`config.mk`:
```
export PLATFORM = sky130hd
export DESIGN_NAME = seq_mini_alu
export DESIGN_NICKNAME = d
export VERILOG_FILES = /design/src/rtl/seq_mini_alu.sv
export SDC_FILE = /design/constraint.sdc
export NUM_CORES = 1
export LEC_CHECK = 0
export CORE_UTILIZATION = 30
export CTS_CLUSTER_DIAMETER = 120
export DETAILED_ROUTE_END_ITERATION = 6
export SLEW_MARGIN = 5
export SYNTH_ARGS = -nofsm -noshare
export SYNTH_HDL_FRONTEND = slang
export SYNTH_SLANG_ARGS = --single-unit
```
`constraint.sdc`:
```
create_clock -name clk -period 3.4 [get_ports clk]
set_input_delay 0.34 -clock clk [delete_from_list [all_inputs] [get_ports clk]]
set_output_delay 0.34 -clock clk [all_outputs]
set_load 0.02 [all_outputs]
```
`src/rtl/seq_mini_alu.sv`:
```
// Sequential mini ALU: add/sub/shift-add multiply, signed or unsigned, with valid/ready on both sides.
// Optional SEQ_MINI_ALU_BCD_EN adds a double-dabble CONV state and the bcd_out port.
module seq_mini_alu #(
  parameter int unsigned W          = 8,
  parameter int unsigned BCD_DIGITS = 5
) (
  input  logic              clk,
  input  logic              rst_n,
  input  logic              in_valid,
  output logic              in_ready,
  input  logic [W-1:0]      op1,
  input  logic [W-1:0]      op2,
  input  logic [1:0]        opcode,
  input  logic              sign,
  output logic              out_valid,
  input  logic              out_ready,
  output logic [2*W-1:0]    result,
  output logic              neg,
  output logic              err
`ifdef SEQ_MINI_ALU_BCD_EN
  ,
  output logic [4*BCD_DIGITS-1:0] bcd_out
`endif
);

  localparam int unsigned RW = 2 * W;
  localparam int unsigned CW = $clog2(RW);

  if (W < 2 || W > 16 || BCD_DIGITS < 1) begin : g_bad_param
    $error("seq_mini_alu: W must be 2..16 and BCD_DIGITS at least 1");
  end

  typedef enum logic [1:0] {
    IDLE = 2'd0,
    CALC = 2'd1,
`ifdef SEQ_MINI_ALU_BCD_EN
    CONV = 2'd2,
`endif
    DONE = 2'd3
  } state_t;

  state_t state, state_d;

  logic [W-1:0]  a_q, b_q, mb_q, mag_a, mag_b;
  logic [1:0]    opc_q;
  logic          sign_q, mneg_q, a_neg, b_neg, accept;
  logic [RW-1:0] ma_q, acc_q, ea, eb, pp, res_c;
  logic [CW-1:0] cnt_q;
  logic          neg_c, err_c, mul_last, calc_done;

  assign accept = in_valid && in_ready;

  // Magnitudes taken at accept; the signed product is re-negated at the end.
  always_comb begin
    a_neg = sign && op1[W-1];
    b_neg = sign && op2[W-1];
    mag_a = a_neg ? (W'(0) - op1) : op1;
    mag_b = b_neg ? (W'(0) - op2) : op2;
  end

  always_comb begin
    ea        = sign_q ? {{W{a_q[W-1]}}, a_q} : {{W{1'b0}}, a_q};
    eb        = sign_q ? {{W{b_q[W-1]}}, b_q} : {{W{1'b0}}, b_q};
    pp        = acc_q + (mb_q[0] ? ma_q : RW'(0));
    mul_last  = (cnt_q == CW'(W - 1));
    calc_done = (opc_q != 2'b10) || mul_last;
    res_c     = '0;
    neg_c     = 1'b0;
    err_c     = 1'b0;
    case (opc_q)
      2'b00: begin
        res_c = ea + eb;
        neg_c = sign_q && res_c[RW-1];
      end
      2'b01: begin
        res_c = ea - eb;
        neg_c = sign_q ? ($signed(a_q) < $signed(b_q)) : (a_q < b_q);
      end
      2'b10: begin
        res_c = mneg_q ? (RW'(0) - pp) : pp;
        neg_c = mneg_q && (pp != RW'(0));
      end
      default: err_c = 1'b1;
    endcase
  end

  always_comb begin
    state_d = state;
    case (state)
      IDLE: if (in_valid) state_d = CALC;
`ifdef SEQ_MINI_ALU_BCD_EN
      CALC: if (calc_done) state_d = CONV;
      CONV: if (cnt_q == CW'(RW - 1)) state_d = DONE;
`else
      CALC: if (calc_done) state_d = DONE;
`endif
      DONE: if (out_ready) state_d = IDLE;
      default: state_d = IDLE;
    endcase
  end

  always_ff @(posedge clk) begin
    if (!rst_n) begin
      state     <= IDLE;
      in_ready  <= 1'b1;
      out_valid <= 1'b0;
    end else begin
      state     <= state_d;
      in_ready  <= (state_d == IDLE);
      out_valid <= (state_d == DONE);
    end
  end

`ifdef SEQ_MINI_ALU_BCD_EN
  localparam int unsigned BW = 4 * BCD_DIGITS;
  logic [RW-1:0] sh_q;
  logic [BW-1:0] bcd_q, adj, bcd_next;

  // Double-dabble step: add 3 to digits >= 5, then shift in the next magnitude bit.
  always_comb begin
    adj = bcd_q;
    for (int i = 0; i < int'(BCD_DIGITS); i++) begin
      if (bcd_q[4*i +: 4] > 4'd4) adj[4*i +: 4] = bcd_q[4*i +: 4] + 4'd3;
    end
    bcd_next = BW'({adj, sh_q[RW-1]});
  end
`endif

  always_ff @(posedge clk) begin
    if (!rst_n) begin
      a_q    <= '0;
      b_q    <= '0;
      opc_q  <= '0;
      sign_q <= 1'b0;
      ma_q   <= '0;
      mb_q   <= '0;
      mneg_q <= 1'b0;
      acc_q  <= '0;
      cnt_q  <= '0;
      result <= '0;
      neg    <= 1'b0;
      err    <= 1'b0;
`ifdef SEQ_MINI_ALU_BCD_EN
      sh_q    <= '0;
      bcd_q   <= '0;
      bcd_out <= '0;
`endif
    end else begin
      if (accept) begin
        a_q    <= op1;
        b_q    <= op2;
        opc_q  <= opcode;
        sign_q <= sign;
        ma_q   <= {{W{1'b0}}, mag_a};
        mb_q   <= mag_b;
        mneg_q <= a_neg ^ b_neg;
        acc_q  <= '0;
        cnt_q  <= '0;
      end
      if (state == CALC) begin
        if (!calc_done) begin
          acc_q <= pp;
          ma_q  <= ma_q << 1;
          mb_q  <= mb_q >> 1;
          cnt_q <= cnt_q + CW'(1);
        end else begin
          result <= res_c;
          neg    <= neg_c;
          err    <= err_c;
`ifdef SEQ_MINI_ALU_BCD_EN
          sh_q  <= neg_c ? (RW'(0) - res_c) : res_c;
          bcd_q <= '0;
          cnt_q <= '0;
`endif
        end
      end
`ifdef SEQ_MINI_ALU_BCD_EN
      if (state == CONV) begin
        bcd_q <= bcd_next;
        sh_q  <= sh_q << 1;
        cnt_q <= cnt_q + CW'(1);
        if (cnt_q == CW'(RW - 1)) bcd_out <= bcd_next;
      end
`endif
    end
  end

endmodule
```
Word level (Yosys, flattened, before mapping) --
Cells that the tools add are included. W data, S select, Z words.
Storage, ports and cells: memory bits (writable) 0, memories kept 0, bits in latches 0, word-level logic and storage cells 70, output and inout port bits 20, register bits 86, memory bits (read-only) 0, input port bits 23
Cells by class: divide/modulo/power cells 0, magnitude comparators 2, reduce and logical (&&, ||, !) cells 12, multipliers 0, bitwise logic cells 1, multiplexer cells 26, shifts and indexed selects 0, equality and inequality tests 7, $add $sub $neg 7
Operators with widths (count):
- $mux W16 | 10
- $pmux W16 S3 | 1
- $mux W8 | 5
- $add A16 B16 Y16 | 2
- $lt A8 B8 Y1 | 2
- $reduce_bool A16 Y1 | 1
- $sub A1 B16 Y16 const A | 1
- $sub A1 B8 Y8 const A | 2
- $sub A16 B16 Y16 | 1
- $mux W4 | 3
- $eq A2 B2 Y1 const B | 3
- $logic_not A2 Y1 | 3
- $mux W2 | 3
- $pmux W2 S3 | 1
- $logic_and A1 B1 Y1 | 5
- $add A4 B1 Y4 const B | 1
- $eq A2 B1 Y1 const B | 2
- $eq A4 B3 Y1 const B | 1
- $pmux W1 S3 | 1
- $reduce_or A3 Y1 | 1
- $mux W1 | 2
- $ne A2 B2 Y1 const B | 1
- $reduce_and A2 Y1 | 1
- $logic_or A1 B1 Y1 | 1
- $xor A1 B1 Y1 | 1

Logic depth before layout (Yosys ltp) --
Gate-level depths: netlist of the first run.
word-level depth 5, gate-level depth with buffers 13, depth with buffers taken out 13

Worst setup path after synthesis of the first run --
No wires, ideal clock.
path kind register -> register, start register mb_q[0], end register result[14], arrival time 3511 ps, setup time 74 ps, stages on the path, launching flop included 13, setup slack -185 ps, period minus slack after synthesis 3585 ps, required time 3326 ps, path through dfxtp_1 and2_1 ha_1 fa_1 a211oi_2 nor2_1 o311ai_2 a21o_2 o2111ai_2 or4_1 or3_4 a2111o_1 a31oi_1
On the way: cells in the longest elaborated chain, start to end 5
Ends and longest elaborated chain:
- from (decl) | RTL line 44 | logic [W-1:0] a_q, b_q, mb_q, mag_a, mag_b;
- from (signal assigned) | RTL line 155 | mb_q <= mag_b;
- from (signal assigned) | RTL line 164 | mb_q <= mb_q >> 1;
- $mux W16 (*) | RTL line 64 | pp = acc_q + (mb_q[0] ? ma_q : RW'(0));
- $add A16 B16 Y16 (*) | RTL line 64
- $sub A1 B16 Y16 | RTL line 80 | res_c = mneg_q ? (RW'(0) - pp) : pp;
- $mux W16 (*) | RTL line 80
- $pmux W16 S3 (*) | RTL line 70 | case (opc_q)
- to (signal assigned) | RTL line 167 | result <= res_c;
- to (decl) | RTL line 17 | output logic [2*W-1:0] result,
Every way passes the cells marked *; elsewhere a longest branch is shown, timed or not. A chain may end at the register's enable or synchronous reset.

Worst setup path after layout of the first run --
Same ends and word-level chain as after synthesis.

==> impl_metrics.py, run 1 <==
metrics = {
    "status": {
        "violations": "negative setup slack",
        "status": "complete, but fails checks",
    },
    "final_layout": {
        "fillers": 1994,
        "design_area_sq_um": 7020,
        "multi_input_area_sq_um": 3750,
        "seq_area_sq_um": 1730,
        "diodes": 0,
        "layout-drive-gt1-share_pct": 11.7,
        "num-nets-final": 870,
        "layoutNonFillerInstCount": 1046,
        "synthToLayoutAreaGrowth_pct": 22.1,
    },
    "clock_network": {
        "postCtsHoldBufs": 0,
        "cts_sinks": 86,
        "numCtsBuffers": 9,
        "ctsHtreeMaxLevel": 3,
        "clkTransAtPathRegs_ns": 0.06,
        "clock_latency_ns": 0.35,
        "cts-root-buf": "clkbuf_16",
        "cts_tree": "built",
        "clock_path_buffers": 2,
    },
    "worst_setup_path": {
        "path_cells": "and2_1 -> ha_1 -> buf_4 -> a2111oi_0 -> o21bai_1 -> a21oi_2 -> o2111ai_2 -> or4_4 -> or3_4 -> a2111o_1 -> a31oi_1",
        "crit_slowest_cell": "or4_4",
        "crit_required_ns": 3.68,
        "worstPathMaxFanout": 8,
        "criticalPathCategory": "flip-flop to flip-flop",
        "crit_path_end_kind": "flip-flop",
        "slowest_delay_ns": 0.43,
        "arrival_ns": 3.69,
        "start_kind": "flip-flop",
    },
    "synth": {
        "ys_async_sr_fraction_pct": 0,
        "synth.top_cells.by_area": "dfxtp_1 30%, a21oi_1 8.4%, ha_1 8.1%",
        "syn_area_sq_um": 5750,
        "synth_edf_count": 0,
        "synth_top_area_cell": "dfxtp_1",
        "syn_inst": 757,
        "ys_ff_latch": 86,
        "yosys-top-cells-count": "97 x a21oi_1, 95 x nand2_1, 86 x dfxtp_1",
        "syn-num-nets": 820,
        "ys.flop_type": "dfxtp_1",
        "yosysMostFrequentCell": "a21oi_1",
        "synth_top_area_share_pct": 30.0,
        "ys_types": 77,
        "ys_warn_count": 0,
        "synth_seq_area_share_pct": 30.0,
        "synth.avg_cell_area_sq_um": 7.59,
    },
    "timing": {
        "setup_viol": 1,
        "tns_ns": -0.0109,
        "final_hold_viol_count": 0,
        "slew_headroom_pct": 42.5,
        "worst_slack_ns": -0.0109,
        "period_minus_slack_ns": 3.41,
        "max_freq_ghz": 0.293,
        "fin_skew_ns": 0.00795,
        "worstMarginPinSlew_ns": 0.861,
        "maxSlewViolCount": 0,
        "rsz0062_at_grt": "yes",
        "period_share_pct": 100,
    },
    "die": {
        "die_h_um": 140,
        "std_cell_rows": 50,
        "initial_utilization_pct": 30.6,
        "die_x_um": 140,
        "placeableCoreArea_sq_um": 18800,
        "io_pins": 43,
        "die_area_sq_um": 19700,
    },
    "placement": {
        "portBuffers": 42,
        "dp_cells": 1028,
        "place_congestion": 0.882,
        "place_hpwl_mm": 11.3,
        "detailed_place.area_sq_um": 6640,
    },
    "global_route": {
        "grt_start_max_net_pins": 48,
        "grt_overflow_total": 0,
        "grt_pass1_wl_mm": 25.6,
        "grt.total_usage_pct": 16.3,
        "antenna_found_initial": 0,
        "grt_pass1_vias": 5118,
    },
    "min_path": {
        "worstHoldPathType": "flip-flop to flip-flop",
    },
    "route": {
        "vias_per_cell": 5.15,
        "wirelength_mm": 15.4,
        "wl_per_cell_um": 14.8,
        "drt-pass1-iter-count": 4,
        "drtIter0Drc": 282,
        "vias": 5391,
        "ant_nets": 0,
        "drc_errors": 0,
    },
    "power_and_ir_drop": {
        "p_leak_nw": 2.72,
        "max-vdd-ir-drop_v": 0.000243,
        "power_density_nw_per_um2": 387,
    },
    "flow_run": {
        "drv_cap": 0,
    },
}
-- power by group --
part	switching, mW	internal, mW
clock	0.418	0.717
combinational	0.270	0.210
sequential	0.0431	1.06
-- per-stage QoR --
step                power [mW]  hold WS, ns  setup slack, ns  utilization (%)
floorplan                 1.42        0.425           0.0175                -
global placement          1.59        0.445          -0.0330             35.4
detailed placement        1.59        0.445          -0.0892             35.4
CTS                       2.74        0.459          -0.0756             37.2
global route              2.83        0.471           -0.147             37.4
finish                    2.72        0.453          -0.0109             37.4
-- cell usage in the layout, fill, tap and decap left out, types with 6 or more instances in the layout --
| master | count |
|---|---|
| nor2_1 | 65 |
| xnor2_1 | 26 |
| nand2_1 | 95 |
| nor3_1 | 12 |
| xor2_1 | 13 |
| buf_4 | 41 |
| a21oi_1 | 96 |
| clkbuf_16 | 9 |
| nand3_1 | 43 |
| a31oi_1 | 11 |
| dfxtp_1 | 85 |
| clkdlybuf4s50_1 | 42 |
| o21ai_0 | 38 |
| a21o_1 | 6 |
| nand2b_1 | 9 |
| nor2b_1 | 7 |
| a211oi_1 | 11 |
| and2_1 | 16 |
| ha_1 | 35 |
| inv_1 | 32 |
-- layout make-up --
class	count	share of cell area [%]
tap	234	4.17
clock buffer	10	3.26
multi-input combinational	591	53.4
timing repair buffer	86	11.2
inverter	33	1.76
sequential	86	24.6
clock inverter	6	1.57
-- path summary, 6_finish.rpt --
check / cells after the start / slack [ns] / startpoint / endpoint
hold reg to reg: 2 / 0.45 / err / err
setup reg to reg: 11 / -0.01 / mb_q[0] / result[14]
setup / recovery: 11 / -0.01 / mb_q[0] / result[14]
hold / removal: 2 / 0.45 / err / err
-- logic make-up after synthesis --
logic type	count (synthesis)	share of synthesized area (%)
flip-flops	86	30.0
AND/OR/NAND/NOR	280	22.8
buffers and inverters	80	5.94
AO/OA/AOI/OAI	225	24.9
XOR/XNOR	41	6.38
multiplexers	5	0.871
adder cells (fa/ha/maj)	40	9.10
-- registers in the layout (all words and copies together) (netlist names), 2 cells and up --
signal,count
a_q,8
acc_q,16
b_q,8
cnt_q,4
ma_q,16
mb_q,8
opc_q,2
result,16
state,2
-- critical path, delay by kind of cell, from the launching register on --
kind / cells / cell delay (ns)
DFF: 1 / 0.36
and+or+nand+nor: 3 / 0.93
AOI/OAI and AO/OA: 6 / 1.49
adders and majority gates: 1 / 0.37
buffers and inverters: 1 / 0.19
-- repair_timing --
action	CTS	global route
resized for setup	1	8
setup buffers	1	1
endpoints found under the setup margin	2	2
pin swaps	3	6
-- routing by layer --
| metal | track usage, % | vias to the layer above | share of wire [%] |
|---|---|---|---|
| met5 | 0 | - | 0 |
| met1 | 22.7 | 2526 | 52 |
| met4 | 6.07 | 0 | 1.9 |
| met3 | 2.67 | 20 | 2.6 |
| met2 | 25.1 | 76 | 43 |
| li1 | - | 2769 | - |
Power figures use the tool's default switching activity.
==> inputs of run 2 (changes only) <==
Clock period 3.4 ns to 4.2 ns, I/O delays scaled along.
==> run 2 against run 1 <==
Against the previous run: the flow now finishes without violations; largest cell class unchanged; worst setup slack gained 0.32 ns; sequential share of layout area rose by 1.6 points; critical path type unchanged; critical path depth increased by 1.
==> impl_metrics.py, run 2 (synthesized netlist as in run 1, its figures left out) <==
metrics = {
    "power_and_ir_drop": {
        "max-vdd-ir-drop_v": 0.000202,
        "swShare_pct": 28.5,
        "power_frac_comb_pct": 18.6,
        "pwr-share-seq_pct": 45.0,
        "p_leak_nw": 2.48,
        "p_int_mw": 1.42,
        "power.switching_mw": 0.565,
        "power_density_nw_per_um2": 302,
        "p_clk_share_pct": 36.5,
    },
    "worst_setup_path": {
        "arrival_ns": 4.17,
        "worstPathMaxFanout": 5,
        "crit_path_end_kind": "flip-flop",
        "crit_start": "ma_q[0]",
        "crit_required_ns": 4.47,
        "criticalPathCategory": "flip-flop to flip-flop",
        "start_kind": "flip-flop",
        "r2r-start": "ma_q[0]",
    },
    "timing": {
        "fin_skew_ns": 0.00456,
        "slew_headroom_pct": 28.5,
        "maxSlewViolCount": 0,
        "setup_viol": 0,
        "worst_slack_ns": 0.306,
        "timing.hold.ws_ns": 0.461,
        "worstMarginPinSlew_ns": 1.07,
        "tns_ns": 0,
        "period_minus_slack_ns": 3.89,
        "rsz0062_at_grt": "no",
        "final_hold_viol_count": 0,
        "max_freq_ghz": 0.257,
        "period_share_pct": 92.7,
    },
    "final_layout": {
        "layout_common_cells": "97 x a21oi_1, 95 x nand2_1, 86 x dfxtp_1",
        "num-nets-final": 833,
        "design_area_sq_um": 6580,
        "layoutNonFillerInstCount": 1007,
        "layout-drive-gt1-share_pct": 5.56,
        "final_common_cell": "a21oi_1",
        "diodes": 0,
        "synthToLayoutAreaGrowth_pct": 14.5,
        "largestRegisters": "acc_q (16), ma_q (16), result (16)",
    },
    "route": {
        "drtIter0Drc": 346,
        "drt-pass1-iter-count": 5,
        "wl_per_cell_um": 14.9,
        "ant_nets": 0,
        "wirelength_mm": 15.0,
        "vias": 5269,
        "vias_per_cell": 5.23,
        "drc_errors": 0,
    },
    "die": {
        "die_h_um": 140,
        "initial_utilization_pct": 30.6,
        "die_x_um": 140,
        "placeableCoreArea_sq_um": 18800,
        "die_area_sq_um": 19700,
        "std_cell_rows": 50,
        "io_pins": 43,
    },
    "placement": {
        "dp_slack_ns": 0.349,
        "place_hpwl_mm": 10.9,
        "portBuffers": 42,
        "dp_cells": 993,
        "detailed_place.area_sq_um": 6330,
        "place_congestion": 0.875,
    },
    "clock_network": {
        "cts_tree": "built",
        "numCtsBuffers": 9,
        "cts_setup_buffers": 0,
        "clock_latency_ns": 0.35,
        "ctsHtreeMaxLevel": 3,
        "clock_path_buffers": 2,
        "cts_resized": 0,
        "clkTransAtPathRegs_ns": 0.06,
        "cts-root-buf": "clkbuf_16",
        "postCtsHoldBufs": 0,
        "cts_sinks": 86,
    },
    "status": {
        "status": "completed",
    },
    "global_route": {
        "antenna_found_initial": 0,
        "grt_pass1_vias": 4883,
        "grt.total_usage_pct": 15.9,
        "grt_overflow_total": 0,
        "grt_pass1_wl_mm": 25.0,
        "grt_start_max_net_pins": 48,
    },
    "min_path": {
        "holdCritStartpoint": "mb_q[4]",
        "worstHoldPathType": "flip-flop to flip-flop",
    },
    "flow_run": {
        "drv_cap": 0,
    },
}
[run 2: changes by cell type in the layout (fill, tap and decap cells not counted), sizes merged]
cell and change:
clkinv +1, clkbuf +2, clkinvlp -2, bufinv -3
buf -37
[run 2: area by class of cell]
| class | count | area, sq um |
|---|---|---|
| sequential | 86 | 1720 |
| tap | 234 | 293 |
| clock buffer | 12 | 246 |
| fill | 1979 | 12200 |
| inverter | 33 | 124 |
| timing repair buffer | 49 | 498 |
| multi-input combinational | 591 | 3690 |
| clock inverter | 2 | 10.0 |
[run 2: path summary, 6_finish.rpt]
| path | slack (ns) | cells past startpoint | end |
|---|---|---|---|
| setup / recovery | 0.31 | 12 | result[14] |
| hold / removal | 0.46 | 2 | mb_q[3] |
| setup reg to reg | 0.31 | 12 | result[14] |
| hold reg to reg | 0.46 | 2 | mb_q[3] |
[run 2: through the flow]
stage	util [%]	power [mW]
detailed placement	33.7	1.28
CTS	35.1	2.00
floorplan	-	1.15
global placement	33.7	1.27
global route	35.1	2.09
finish	35.1	1.98
[run 2: worst max-delay path, cell delays in order (launching register included)]
cell and delay, ns:
dfxtp_1 0.32, and2_1 0.16, ha_1 0.23, fa_1 0.45
a211oi_2 0.43, nor2_1 0.15, o311ai_2 0.26, a21o_2 0.20
o2111ai_2 0.17, or4_1 0.53, or3_4 0.36, a2111o_1 0.41
a31oi_1 0.16
[run 2: power by group through the flow]
stage               registers, mW  logic, mW  clock network [mW]
floorplan                   0.910      0.240                   0
CTS                         0.892      0.368               0.745
global placement            0.909      0.363                   0
finish                      0.892      0.369               0.724
global route                0.898      0.409               0.785
detailed placement          0.910      0.367                   0
[run 2: per-layer routing]
| metal | track usage (%) | up-vias | wire length [um] |
|---|---|---|---|
| li1 | - | 2690 | - |
| met1 | 22.5 | 2457 | 7450 |
| met2 | 24.2 | 105 | 6590 |
| met3 | 2.70 | 17 | 691 |
| met4 | 5.61 | 0 | 237 |
| met5 | 0 | - | 0 |
==> inputs of run 3 (changes only) <==
Settings changed: GPL_ROUTABILITY_DRIVEN set to 0.
==> results of run 3 <==
The final DEF is identical to that of run 2; final timing and power are the same.
